[config.mk]
export PLATFORM = sky130hd
export DESIGN_NAME = eightbit_negate_seq
export DESIGN_NICKNAME = d
export VERILOG_FILES = /design/src/rtl/eightbit_pkg.sv /design/src/rtl/eightbit_negate_seq_cell.sv /design/src/rtl/eightbit_negate_seq.sv
export SDC_FILE = /design/constraint.sdc
export NUM_CORES = 1
export LEC_CHECK = 0
export CORE_UTILIZATION = 52
export DETAILED_ROUTE_END_ITERATION = 8
export PLACE_DENSITY = 0.82
export REMOVE_ABC_BUFFERS = 1
export SLEW_MARGIN = 20
export SYNTH_ARGS = -nofsm -noshare
export SYNTH_HDL_FRONTEND = slang
export SYNTH_SLANG_ARGS = --single-unit
[constraint.sdc]
create_clock -name clk -period 3 [get_ports clk]
set_clock_uncertainty 0.15 [all_clocks]
set_input_delay 0.6 -clock clk [delete_from_list [all_inputs] [get_ports clk]]
set_output_delay 0.6 -clock clk [all_outputs]
set_load 0.03 [all_outputs]
[src/rtl/eightbit_pkg.sv]
// Shared constants and FSM state encoding for the bit-serial 8-bit negator.
package eightbit_pkg;

  localparam int WORD_W = 8;
  localparam int CNT_W  = 3;

  typedef enum logic [1:0] {
    IDLE = 2'd0,
    RUN  = 2'd1,
    DONE = 2'd2
  } state_t;

endpackage

[src/rtl/eightbit_negate_seq_cell.sv]
// One-bit negation slice: s = ~a ^ c, c_next = ~a & c, built around the library NOT gate.
module not_gate (
  input  logic a,
  output logic y
);
  assign y = ~a;
endmodule

module serial_negate_cell (
  input  logic a,
  input  logic c,
  output logic s,
  output logic c_next
);
  logic a_n;

  not_gate u_not (
    .a (a),
    .y (a_n)
  );

  assign s      = a_n ^ c;
  assign c_next = a_n & c;
endmodule

[src/rtl/eightbit_negate_seq.sv]
// Bit-serial two's-complement negator, LSB first, one bit per clock.
// Optional overflow flag (operand == 0x80) is built only when EIGHTBIT_NEG_OVF_EN is defined.
module eightbit_negate_seq
  import eightbit_pkg::*;
(
  input  logic              clk,
  input  logic              rst,
  input  logic [WORD_W-1:0] in_data,
  input  logic              in_valid,
  output logic              in_ready,
  output logic [WORD_W-1:0] out_data,
  output logic              out_valid,
  input  logic              out_ready,
  output logic              out_zero,
  output logic              out_ovf
);

  state_t            state, next_state;
  logic [WORD_W-1:0] operand, operand_rot, result;
  logic [CNT_W-1:0]  count;
  logic              carry, zero_flag, s, c_next, last_bit, accept;

  // The operand rotates rather than shifts, so after the eighth bit it holds the original word again.
  assign operand_rot = {operand[0], operand[WORD_W-1:1]};
  assign last_bit    = (count == CNT_W'(WORD_W - 1));
  assign accept      = (state == IDLE) && in_valid;

  serial_negate_cell u_cell (
    .a      (operand[0]),
    .c      (carry),
    .s      (s),
    .c_next (c_next)
  );

  always_ff @(posedge clk or posedge rst) begin
    if (rst) state <= IDLE;
    else     state <= next_state;
  end

  always_comb begin
    next_state = state;
    case (state)
      IDLE:    if (in_valid)  next_state = RUN;
      RUN:     if (last_bit)  next_state = DONE;
      DONE:    if (out_ready) next_state = IDLE;
      default: next_state = IDLE;
    endcase
  end

  always_ff @(posedge clk or posedge rst) begin
    if (rst) begin
      operand   <= '0;
      result    <= '0;
      count     <= '0;
      carry     <= 1'b1;
      zero_flag <= 1'b0;
    end else if (accept) begin
      operand   <= in_data;
      result    <= '0;
      count     <= '0;
      carry     <= 1'b1;
      zero_flag <= 1'b0;
    end else if (state == RUN) begin
      operand <= operand_rot;
      result  <= {s, result[WORD_W-1:1]};
      carry   <= c_next;
      count   <= count + 1'b1;
      if (last_bit) zero_flag <= c_next;
    end
  end

`ifdef EIGHTBIT_NEG_OVF_EN
  always_ff @(posedge clk or posedge rst) begin
    if (rst)                           out_ovf <= 1'b0;
    else if (accept)                   out_ovf <= 1'b0;
    else if (state == RUN && last_bit) out_ovf <= (operand_rot == 8'h80);
  end
`else
  assign out_ovf = 1'b0;
`endif

  assign in_ready  = (state == IDLE);
  assign out_valid = (state == DONE);
  assign out_data  = result;
  assign out_zero  = zero_flag;

endmodule

==> run metrics <==
status complete, no violations; total number of yosys warnings 0; Yosys top cell by area dfrtp_1; R2R Path Start state[0]; Final Cycle Share 0.903; Post-Syn Instances 93; pwr/cell area roughly 1100 nW/um^2; Starting DRT DRC Count 34; root buffer cell clkbuf_4; Pre-antenna DRT Iters 4; Area Growth Syn to Fin 21.9%; Site Rows 16; Clock power frac 0.104; synth unique cells 25; Min-Delay Startpoint out_data[0]; post-cts sizing count 0; Mapped Area 1070 um^2; hold path endpoint out_data[0]; NetSw 0.545 mW; synth cell count leaders dfrtp_1, a22o_1, nand2b_1; H-tree depth 1; Yosys top cell area share 0.515; asr flop ratio synth 1.00; ranking of synthesized cells by area dfrtp_1, a22o_1, nand2b_1; CP Class register to output pin; Bufs and invs on worst path 1; clock tree buffer depth 2; DP HPWL 1370 um; EDFF count, synth 0; core area 1940 um^2; Finished Core Util 0.671; largest net degree at the start of global routing 24; Hold-fix buffers, CTS 0; IO Port Bufs 22; reg2reg path depth 2; layout cells sized above 1 0.0619; Worst setup EP type output pin; hold path depth 1; CP max stage delay 0.72 ns; post-layout minimum cycle time 2.71 ns; #FFs+latches synth 23; Sw Ratio 0.398; CP delay by family, top flip-flops; antenna violations before repair 0; cts bufs inserted 3; post-route insts no fill 140; Filler cells 163; maximum clock rate 0.369 GHz; Layout Nets 129; Final Max Slew Viols 0; Int Power about 0.82 mW; critical path arrival ~2.0 ns; Worst-Skew Late Latency approximately 0.31 ns; final global-route overflow total 0; P_leak 0.571 nW; worst slew pin tran 0.920 ns; Worst-path clk slew 0.12 ns; CP startpoint kind register; mean area per synthesized cell 11.5 um^2; first-pass GRT wire length approximately 3200 um; Seq/Total Area, Yosys 0.540; dpl cells between 100 and 150; most instantiated library cell after synthesis dfrtp_1; critical path required time 2.25 ns; starting density of the core 0.550; RSZ-0062 raised after global routing false; routed length per instance 14.2 um; max_slew headroom 0.385; peak supply drop 566 uV; Seq pwr share 0.430; ys flop type dfrtp_1; ant diodes 0; HP Class register to register; reg2reg setup slack 1.15 ns; die height 47.3 um; DRC Markers 0; TritonCTS clock tree built; via count 785; hold slack 0.361 ns; GPL Wtd Cong 0.732; total track usage 0.209; I/O pins 24; clock tree sinks 23; cells along the critical path nor2b_1 > clkdlybuf4s50_1; slowest CP cell dfrtp_1; Routed Antenna Nets 0; # Post-CTS Setup Buffers 0; crit-path max FO 19; RR Endpoint operand[6]; setup violators final 0; Die Area between 2000 and 2500 um^2; vias in the first global route 716; DR vias/cell 5.61; total wire length 1990 um; Max-Cap Viols 0; die width 47.3 um; final hold vios 0; setup TNS 0 ns; Comb power frac 0.466
==> layout make-up <==
cell class                      count  area, um^2  area share
Timing Repair Buffer               22         220       0.169
Clock buffer                        3        22.5      0.0173
Inverter                            6        22.5      0.0173
Sequential cell                    23         577       0.443
Clock inverter                      1        5.00     0.00384
Tap cell                           27        33.8      0.0259
Multi-Input combinational cell     58         422       0.324
==> placed cells by master, fill, tap and decap left out <==
| cell type | instances |
|---|---|
| nor3b_1 | 3 |
| dfrtp_1 | 22 |
| o211ai_1 | 1 |
| dfstp_2 | 1 |
| nor2_1 | 3 |
| o21bai_1 | 1 |
| clkdlybuf4s50_1 | 22 |
| nor2b_1 | 2 |
| a22o_1 | 11 |
| nor2b_4 | 1 |
| nand4b_1 | 1 |
| o221a_2 | 1 |
| nand3b_1 | 1 |
| inv_1 | 6 |
| o21ai_0 | 5 |
| conb_1 | 1 |
| ha_1 | 3 |
| a221oi_1 | 1 |
| clkbuf_4 | 3 |
| nand2b_1 | 7 |
| nand2_1 | 6 |
| a21oi_1 | 3 |
| clkinv_2 | 1 |
| o22a_1 | 3 |
| a221o_1 | 4 |
==> cells by family (layout without fill, tap and decap cells) <==
| group | Yosys count | count (layout) | share of synthesized area |
|---|---|---|---|
| buf+inv | 12 | 32 | 0.0656 |
| fa+ha+maj | 3 | 3 | 0.0351 |
| other cells | 1 | 1 | 0.00351 |
| flops | 23 | 23 | 0.540 |
| compound gates | 30 | 30 | 0.222 |
| simple gates | 24 | 24 | 0.133 |
==> power groups by stage <==
stage | clock, mW | sequential [mW] | combinational, mW
2_1_floorplan | 0 | 0.663 | 0.341
3_3_place_gp | 0 | 0.586 | 0.622
3_5_place_dp | 0 | 0.593 | 0.640
4_1_cts | 0.148 | 0.587 | 0.643
5_1_grt | 0.158 | 0.612 | 0.708
6_report | 0.142 | 0.589 | 0.638
==> worst max path at each step <==
| stage | to | slack [ns] | start | cells past startpoint |
|---|---|---|---|---|
| global route | out_valid | 0.18 | state[1] | 2 |
| finish | out_valid | 0.29 | state[1] | 2 |
| global placement | out_valid | 0.66 | state[1] | 2 |
| floorplan | out_valid | 1.13 | state[1] | 1 |
| CTS | out_valid | 0.29 | state[1] | 2 |
| detailed placement | operand[6] | 0.62 | in_valid | 3 |
==> sequential cells by signal, summed over array words and instances, names as in the netlist <==
name / flops
count: 3
state: 2
out_zero: 1
carry: 1
operand: 8
out_data: 8
==> layer usage <==
metal	up-vias	GRT usage	share of wire
met5	-	0	0
li1	374	-	-
met4	0	0.0857	0.013
met1	390	0.268	0.47
met3	4	0.0346	0.031
met2	17	0.348	0.48
==> through the flow <==
step | instance area [um^2] | setup slack [ns] | power (mW)
finish | 1300 | 0.292 | 1.37
global route | 1300 | 0.176 | 1.48
CTS | 1300 | 0.291 | 1.38
detailed placement | 1270 | 0.616 | 1.23
global placement | 1270 | 0.657 | 1.21
floorplan | 1020 | 1.13 | 1.00
Power figures use the tool's default switching activity.
